**src/rtl/instr_fetch_unit.sv**
```systemverilog
`default_nettype none
// ============================================================================
// Module  : instr_fetch_unit
// Brief   : Holds the PC, reads one word from the instruction memory and
//           latches it into the IR; handles PC redirects and fetch rejection.
// Revision: 1.0 - initial release
// ============================================================================
module instr_fetch_unit #(
  parameter logic [31:0] PC_BASE  = 32'h0000_0000,
  parameter int          IM_DEPTH = 1024
) (
  input  logic        clk,
  input  logic        rst_n,
  input  logic        fetch_req,
  input  logic        pc_we,
  input  logic [31:0] pc_next,
  output logic [9:0]  im_addr,
  input  logic [31:0] im_dout,
  output logic [31:0] pc,
  output logic [31:0] pc_plus4,
  output logic [31:0] ir,
  output logic        ir_valid,
  output logic        fetch_err,
  output logic        busy,
  output logic [31:0] instr_cnt
);

  localparam logic [32:0] C_WIN_BYTES = 33'(4 * IM_DEPTH);

  typedef enum logic [1:0] {
    IDLE = 2'd0,
    READ = 2'd1,
    CAPT = 2'd2
  } state_t;

  state_t      state_q, state_d;
  logic [31:0] pc_q, pc_d;
  logic [31:0] ir_q, ir_d;
  logic [31:0] cnt_q, cnt_d;
  logic        ir_valid_q, ir_valid_d;
  logic        fetch_err_q, fetch_err_d;

  logic [31:0] w_offset;
  logic        w_bad_pc;

  // Unsigned offset: a PC below PC_BASE wraps to a huge value and is rejected.
  assign w_offset = pc_q - PC_BASE;
  assign w_bad_pc = (pc_q[1:0] != 2'b00) || ({1'b0, w_offset} >= C_WIN_BYTES);

  assign im_addr   = w_offset[11:2];
  assign pc        = pc_q;
  assign pc_plus4  = pc_q + 32'd4;
  assign ir        = ir_q;
  assign ir_valid  = ir_valid_q;
  assign fetch_err = fetch_err_q;
  assign busy      = (state_q != IDLE);
  assign instr_cnt = cnt_q;

  always_comb begin
    state_d     = state_q;
    pc_d        = pc_q;
    ir_d        = ir_q;
    cnt_d       = cnt_q;
    ir_valid_d  = 1'b0;
    fetch_err_d = 1'b0;
    case (state_q)
      IDLE: begin
        if (pc_we) begin
          pc_d = pc_next;
        end else if (fetch_req) begin
          if (w_bad_pc) fetch_err_d = 1'b1;
          else          state_d     = READ;
        end
      end
      READ: begin
        if (pc_we) begin
          pc_d    = pc_next;
          state_d = IDLE;
        end else begin
          state_d = CAPT;
        end
      end
      CAPT: begin
        // A redirect here discards the word the IM just returned.
        if (pc_we) begin
          pc_d = pc_next;
        end else begin
          ir_d       = im_dout;
          pc_d       = pc_q + 32'd4;
          cnt_d      = cnt_q + 32'd1;
          ir_valid_d = 1'b1;
        end
        state_d = IDLE;
      end
      default: state_d = IDLE;
    endcase
  end

  always_ff @(posedge clk or negedge rst_n) begin
    if (!rst_n) begin
      state_q     <= IDLE;
      pc_q        <= PC_BASE;
      ir_q        <= 32'd0;
      cnt_q       <= 32'd0;
      ir_valid_q  <= 1'b0;
      fetch_err_q <= 1'b0;
    end else begin
      state_q     <= state_d;
      pc_q        <= pc_d;
      ir_q        <= ir_d;
      cnt_q       <= cnt_d;
      ir_valid_q  <= ir_valid_d;
      fetch_err_q <= fetch_err_d;
    end
  end

endmodule
`default_nettype wire

```
**config.mk**
```make
export PLATFORM = sky130hd
export DESIGN_NAME = instr_fetch_unit
export DESIGN_NICKNAME = d
export VERILOG_FILES = /design/src/rtl/instr_fetch_unit.sv
export SDC_FILE = /design/constraint.sdc
export NUM_CORES = 1
export LEC_CHECK = 0
export BUFFER_PORTS_ARGS = -buffer_cell sky130_fd_sc_hd__buf_2
export CORE_ASPECT_RATIO = 1.4
export CORE_MARGIN = 3
export CORE_UTILIZATION = 45
export CTS_CLUSTER_SIZE = 40
export DETAILED_ROUTE_END_ITERATION = 8
export GPL_ROUTABILITY_DRIVEN = 0
export GPL_TIMING_DRIVEN = 0
export MAX_ROUTING_LAYER = met4
export PLACE_DENSITY = 0.74
export SYNTH_ARGS = -nofsm -noshare
export SYNTH_HDL_FRONTEND = slang
export SYNTH_SLANG_ARGS = --single-unit
```
**constraint.sdc**
```tcl
create_clock -name clk -period 2.28 [get_ports clk]
set_input_delay 0.342 -clock clk [delete_from_list [all_inputs] [get_ports clk]]
set_output_delay 0.342 -clock clk [all_outputs]
set_load 0.05 [all_outputs]
```
* Yosys cells after proc, flatten, opt, wreduce, memory -nomap -nowiden
Index checks and enable logic that the tools add are counted.
Operators by class: muxes and demuxes 14, equal/unequal tests 6, magnitude comparators 1, bitwise operators 1, $add $sub $neg 2, reductions and logical operators 9
Operators by type and width (number):
- $mux 32 | 2
- $pmux 32 s2 | 1
- $add 32x1->32 const B | 1
- $add 32x3->32 const B | 1
- $ge 32x13->1 const B | 1
- $mux 2 | 4
- $mux 1 | 6
- $ne 2x2->1 const B | 3
- $reduce_bool 2->1 | 3
- $pmux 2 s2 | 1
- $reduce_and 2->1 | 2
- $reduce_and 3->1 | 1
- $eq 2x1->1 const B | 1
- $eq 2x2->1 const B | 1
- $logic_not 2->1 | 1
- $ne 2x1->1 const B | 1
- $reduce_or 2->1 | 1
- $logic_or 1x1->1 | 1
- $not 1->1 | 1
Storage, ports and cells: register bits 100, bits of input ports 68, word-level logic and storage cells 39

* Depth between registers and ports, before layout
Gate-level depths: netlist (run 1).
word-level depth 6, mapped depth 8

* Worst setup path after synthesis (run 1)
Ideal clock, no wire load.
path type register -> output, start point register pc_q[10], in the netlist pc[10], end point output pc_plus4[26], arrival time 2.785 ns, data required time 1.938 ns, slack -0.847 ns, cell stages (with the launch flop) 7, path through dfrtp_1 > buf_2 > and4_1 > clkbuf_1 > nand4_1 > or3_1 > xnor2_1
On the way: word-level cells in the longest chain between the ends 1
Ends and longest elaborated chain:
- start, declared | line 37 | logic [31:0] pc_q, pc_d;
- start signal, assigned | line 109 | pc_q <= pc_d;
- $add 32x3->32 | line 52 | assign pc_plus4 = pc_q + 32'd4;
- end, declared | line 20 | output logic [31:0] pc_plus4,
No other way between the ends.

* Worst setup path in the final report (run 1)
start point register pc_q[13], in the netlist pc[13], end point output pc_plus4[26]
Same word-level chain as after synthesis.

==> results.cfg, run 1 <==
[setup_path]
cp_slowest_cell = dfrtp_2
r2r.worst_path.cells = 7
crit_type = reg -> out
worst_setup_path_end_kind = output pin
timing.rr.start = state_q[0]$_DFFE_PN0P_
worst_ep_required_time_ns = 1.94
crit_path_frequent_cell = buf_6
path_max_fanout = 7
crit_path_start_kind = register
crit_arrival_ns = 2.14
path_cells = and4_4 > nand4_1 > buf_6 > or3_4 > xnor2_4 > buf_6
r2r_end = instr_cnt[25]$_DFFE_PN0P_
critPathMaxStageDelay_ns = 0.45
ff2ff_setup_slack_ns = 0.02

[routing]
routed_wl_um = 21700
wl_per_cell_um = 19.6
via_per_inst = 5.93
drt_pass1_iterations = 6
ant_nets = 0
drcViolationCount = 0
dr.first_iter.drc_count = 688
vias = 6583

[floorplanning]
ios = 209
die_area_sq_um = 14400
initial_core_util = 0.466
fp.dieH_um = 141
row_count = 48
core-area_sq_um = 12500
die_x_um = 102

[pwr]
internal-power_mw = 3.12
comb_power_share = 0.295
clkPwrFrac = 0.306
leakagePower_nw = 4.59
ir_worst_vdd_v = 0.000415
seq_power_share = 0.399
p_switching_mw = 1.79
power.density_nw_per_um2 = 547
p_sw_frac = 0.365
power_mw = 4.90

[cells_and_area]
regArea_sq_um = 2530
final_util = 0.718
nets = 1026
n_fill_cell = 945
multiInputGateArea_sq_um = 3560
drive_above_1_share = 0.479
diodes = 0
synthToLayoutAreaGrowth_pct = 53.9

[clock_tree]
clk-insertion-delay-late_ns = 0.35
cts_buffers = 9
tritoncts = yes
clockRootBuffer = clkbuf_16
cts_sinks = 100
cts-htree-levels = 3
path_clk_slew_ns = 0.07
cts.path.max_buffers = 2

[synth]
yosysWarnings = 0
synth_top_area_frac = 0.429
synthArstFlopShare = 1.00
synth-main-ff-cell = dfrtp_1
synth_edf_count = 0
yosysSeqAreaShare = 0.429
synthMostInstantiatedCell = nand2_1
yosysTopAreaCell = dfrtp_1
synthesis.area_sq_um = 5830
synth_area_leaders = dfrtp_1, nand2_1, xor2_1
synth_top_cells_by_count = nand2_1, dfrtp_1, nor2_1
yosys_register_bits = 100
synth_nets = 728
synth.avg_cell_area_sq_um = 8.87
netlist_instances = 657
synth_cell_types = 63

[job]
max_cap_violations = 0

[global_routing]
track_usage = 0.300
antenna_found_initial = 0
grt_pass1_vias = 6586
grt-ovfl-total = 0
grt_pass1_wl_um = 33200
grt_max_degree = 70

[sta]
rsz0062_at_grt = yes
worst_pin_slew_ns = 0.869
clock_skew_ns = 0.0114
fin_crit_ns = 2.49
hold_violations = 0
worst_slack_ns = -0.206
tns_ns = -0.961
drv_slew = 0
relSlewSlack = 0.419
max_freq_mhz = 402
hold_slack_ns = 0.180
setup_violations = 13
fin_crit_sh = 1.09

[status]
failed_checks = setup timing
status = finished with violations

[min_path]
hp-class = in -> reg
holdPathEnd = ir[6]$_DFFE_PN0P_
min_delay_path_depth = 3
hp-start = im_dout[6]

[placement]
portBuffers = 208
dpl.hpwl_um = 14400
-- cell families after synthesis --
logic type | after synthesis | synth area share
AO/OA/AOI/OAI | 102 | 0.127
XOR/XNOR | 55 | 0.0827
adder cells (fa/ha/maj) | 3 | 0.00644
buffers and inverters | 81 | 0.0661
flip-flops | 100 | 0.429
multiplexers | 8 | 0.0144
AND/OR/NAND/NOR | 308 | 0.274
-- placed cells by master, fill, tap and decap left out, drive strengths merged, types with 4 or more instances in the layout --
master  count
buf       324
nand2     139
dfrtp     100
nor2       37
clkbuf     33
xor2       28
xnor2      27
nand3      24
inv        23
nand4      22
nor3       22
o21ai      13
a21oi      13
and3       11
and4       11
a31oi      10
nor4        9
o32ai       8
a221oi      8
nor2b       7
a211oi      7
o31ai       5
o22ai       5
mux2i       5
or4         5
or2         5
nand2b      4
o21bai      4
a21o        4
-- metal layers --
layer	share of wire	vias to the layer above	global-route usage
li1	-	2895	-
met1	0.36	3107	0.361
met2	0.48	453	0.469
met3	0.096	128	0.0609
met4	0.059	0	0.161
met5	0	-	-
-- worst max path at each step --
stage	from	end	slack, ns	depth (start not counted)
finish	pc[13]$_DFFE_PN0P_	pc_plus4[26]	-0.21	6
global placement	rst_n	pc[18]$_DFFE_PN0P_	-0.39	1
detailed placement	pc_we	pc[17]$_DFFE_PN0P_	-0.33	8
CTS	pc[11]$_DFFE_PN0P_	pc_plus4[26]	-0.19	8
global route	pc[13]$_DFFE_PN0P_	pc_plus4[26]	-0.23	6
floorplan	pc[10]$_DFFE_PN0P_	pc_plus4[26]	-0.17	6
-- timing repair --
item	4_1_cts	5_1_grt
pin swaps	28	25
endpoints found under the setup margin	36	30
buffers inserted	48	44
endpoints found under the hold margin	31	0
gates resized for setup	102	51
hold buffers	1	0
-- critical path, delay by kind of cell, from the launching register on --
family	cells	cell delay (ns)
and+or+nand+nor	3	0.83
xor gates and xnor gates	1	0.17
DFF	1	0.45
buffers and inverters	2	0.34
-- area by class of cell --
| class | count | area share |
|---|---|---|
| plain buffers | 47 | 0.0367 |
| clock buffers | 10 | 0.0255 |
| clock inverters | 6 | 0.00600 |
| inverters | 20 | 0.00837 |
| multi-input cells | 476 | 0.397 |
| flip-flops and latches | 100 | 0.283 |
| well taps | 150 | 0.0209 |
| repair buffers | 301 | 0.223 |
-- power by group through the flow --
stage | Sequential (mW) | Clock [mW] | Combinational (mW)
6_report | 1.96 | 1.50 | 1.45
2_1_floorplan | 2.22 | 0 | 0.626
3_5_place_dp | 1.98 | 0 | 1.22
5_1_grt | 1.96 | 1.60 | 1.51
3_3_place_gp | 1.98 | 0 | 1.20
4_1_cts | 1.97 | 1.51 | 1.32
-- registers in the layout, indices dropped and copies added (netlist names) --
signal / cells
instr_cnt: 32
pc: 32
ir_valid: 1
fetch_err: 1
state_q: 2
ir: 32
-- stage by stage --
step | std cells | worst slack [ns] | instance area (sq um)
2_1_floorplan | 657 | -0.167 | 6250
3_3_place_gp | 1015 | -0.386 | 7480
3_5_place_dp | 1016 | -0.331 | 7510
4_1_cts | 1072 | -0.189 | 8520
5_1_grt | 1110 | -0.228 | 8970
6_report | 1110 | -0.206 | 8970
Note: power is estimated with default switching activity, not from simulation.
==> run 2: changes to the inputs <==
- ABC_AREA: not set -> 1
- TNS_END_PERCENT: not set -> 1
==> results.cfg, run 2 <==
[status]
status = finished with violations
failed_checks = hold timing

[pwr]
power.density_nw_per_um2 = 628
leakagePower_nw = 4.18
ir_worst_vdd_v = 0.000352

[synth]
synth.avg_cell_area_sq_um = 6.98
synth_nets = 917
synthArstFlopShare = 1.00
yosys_register_bits = 100
yosysWarnings = 0
synthMostInstantiatedCell = nand2_1
netlist_instances = 846
yosysSeqAreaShare = 0.424
synth_cell_types = 32
synth_area_leaders = dfrtp_1, nand2_1, nor2_1
synth_top_cells_by_count = nand2_1, nor2_1, dfrtp_1
synth-main-ff-cell = dfrtp_1
yosysTopAreaCell = dfrtp_1
synth_top_area_frac = 0.424
synthesis.area_sq_um = 5900
synth_edf_count = 0

[clock_tree]
cts_buffers = 9
tritoncts = yes
hold_buffers = 0
cts_sinks = 100
clk-insertion-delay-late_ns = 0.35
clockRootBuffer = clkbuf_16
cts.path.max_buffers = 2
path_clk_slew_ns = 0.07
cts-htree-levels = 3

[placement]
portBuffers = 208
place_area_sq_um = 7180
dpl.hpwl_um = 14300

[setup_path]
crit_arrival_ns = 1.87
path_max_fanout = 5
crit_type = reg -> out
crit_path_start_kind = register
worst_ep_required_time_ns = 1.94
worst_setup_path_end_kind = output pin

[routing]
vias = 6105
ant_nets = 0
wl_per_cell_um = 14.9
dr.first_iter.drc_count = 297
drt_pass1_iterations = 5
routed_wl_um = 18300
drcViolationCount = 0
via_per_inst = 4.98

[floorplanning]
fp.dieH_um = 142
die_area_sq_um = 14500
initial_core_util = 0.470
row_count = 48
core-area_sq_um = 12600
ios = 209
die_x_um = 103

[global_routing]
grt-ovfl-total = 0
track_usage = 0.262
grt_max_degree = 59
antenna_found_initial = 1
grt_pass1_wl_um = 28900
grt_pass1_vias = 5863

[min_path]
hp-class = in -> async

[sta]
hold_violations = 1
drv_slew = 0
setup_violations = 0
fin_crit_ns = 2.21
fin_crit_sh = 0.969
hold_slack_ns = -0.00448
clock_skew_ns = 0.0122
worst_pin_slew_ns = 0.592
rsz0062_at_grt = yes
relSlewSlack = 0.605
max_freq_mhz = 453

[cells_and_area]
final_util = 0.610
final_common_cell = nand2_1
nets = 1142
drive_above_1_share = 0.302
final_cell_mix = nand2_1, buf_2, nor2_1, dfrtp_1, inv_1
synthToLayoutAreaGrowth_pct = 29.7
fin_area_sq_um = 7650

[job]
max_cap_violations = 0
==> run 2: cell type report <==
cell class / count / area, sq um
repair buffers: 214 / 1160
multi-input cells: 647 / 3040
diodes: 1 / 2.50
clock inverters: 6 / 58.8
inverters: 65 / 245
fillers: 1217 / 4900
clock buffers: 10 / 239
well taps: 150 / 188
plain buffers: 34 / 198
flip-flops and latches: 100 / 2520
==> run 2: metrics by stage <==
| step | cells | setup WS (ns) | TNS [ns] | hold WS (ns) | total power [mW] |
|---|---|---|---|---|---|
| 2_1_floorplan | 846 | -0.155 | -1.73 | 0.0464 | 2.89 |
| 3_3_place_gp | 1204 | -0.283 | -27.42 | 0.455 | 3.25 |
| 3_5_place_dp | 1205 | 0.265 | 0 | 0.375 | 3.26 |
| 4_1_cts | 1221 | -0.00496 | -0.00496 | 0.0104 | 4.80 |
| 5_1_grt | 1227 | -0.0477 | -0.0616 | 0.0276 | 5.03 |
| 6_report | 1227 | 0.0707 | 0 | -0.00448 | 4.81 |
==> run 2: logic make-up (layout without fill, tap and decap cells) <==
logic type | Yosys count | count (layout) | synth area share
AO/OA/AOI/OAI | 43 | 43 | 0.0382
XOR/XNOR | 25 | 25 | 0.0371
adder cells (fa/ha/maj) | 3 | 3 | 0.00636
buffers and inverters | 99 | 329 | 0.0750
flip-flops | 100 | 100 | 0.424
multiplexers | 2 | 2 | 0.00381
other | 0 | 1 | 0
AND/OR/NAND/NOR | 574 | 574 | 0.416
==> run 2: critical path, cell delays in order, from the launching register on <==
cell	delay, ns
dfrtp_1	0.43
ha_2	0.25
nand3_2	0.14
nor2_4	0.21
xor2_1	0.25
buf_4	0.25
==> run 2: layer usage <==
metal / track usage / part of all wire / vias to the layer above
met4: 0.117 / 0.042 / 0
met2: 0.433 / 0.51 / 226
li1: - / - / 3048
met3: 0.0443 / 0.055 / 50
met1: 0.310 / 0.39 / 2781
met5: - / 0 / -
==> run 2: power breakdown <==
| group | internal (mW) | switching, mW | leakage, nW | total, mW |
|---|---|---|---|---|
| clock network | 0.791 | 0.733 | 0.142 | 1.52 |
| registers | 1.87 | 0.120 | 1.25 | 1.99 |
| logic | 0.328 | 0.972 | 2.78 | 1.30 |
| total | 2.98 | 1.82 | 4.18 | 4.81 |
==> run 2: final timing paths <==
path	end	slack [ns]	start	cells past startpoint
setup reg to reg	ir[1]$_DFFE_PN0P_	0.62	state_q[0]$_DFFE_PN0P_	8
setup / recovery	pc_plus4[8]	0.07	pc[2]$_DFFE_PN0P_	5
min in group clk	ir[4]$_DFFE_PN0P_	0.18	im_dout[4]	3
hold reg to reg	ir[17]$_DFFE_PN0P_	0.48	ir[17]$_DFFE_PN0P_	2
max in group asynchronous	pc[15]$_DFFE_PN0P_	1.57	rst_n	2
hold / removal	instr_cnt[8]$_DFFE_PN0P_	-0.004	rst_n	1
==> run 2: repair_timing <==
action | 4_1_cts | 5_1_grt
endpoints found under the hold margin | 0 | 0
setup endpoints to repair | 17 | 23
pin swaps | 1 | 4
resized for setup | 12 | 44
setup buffers | 0 | 5
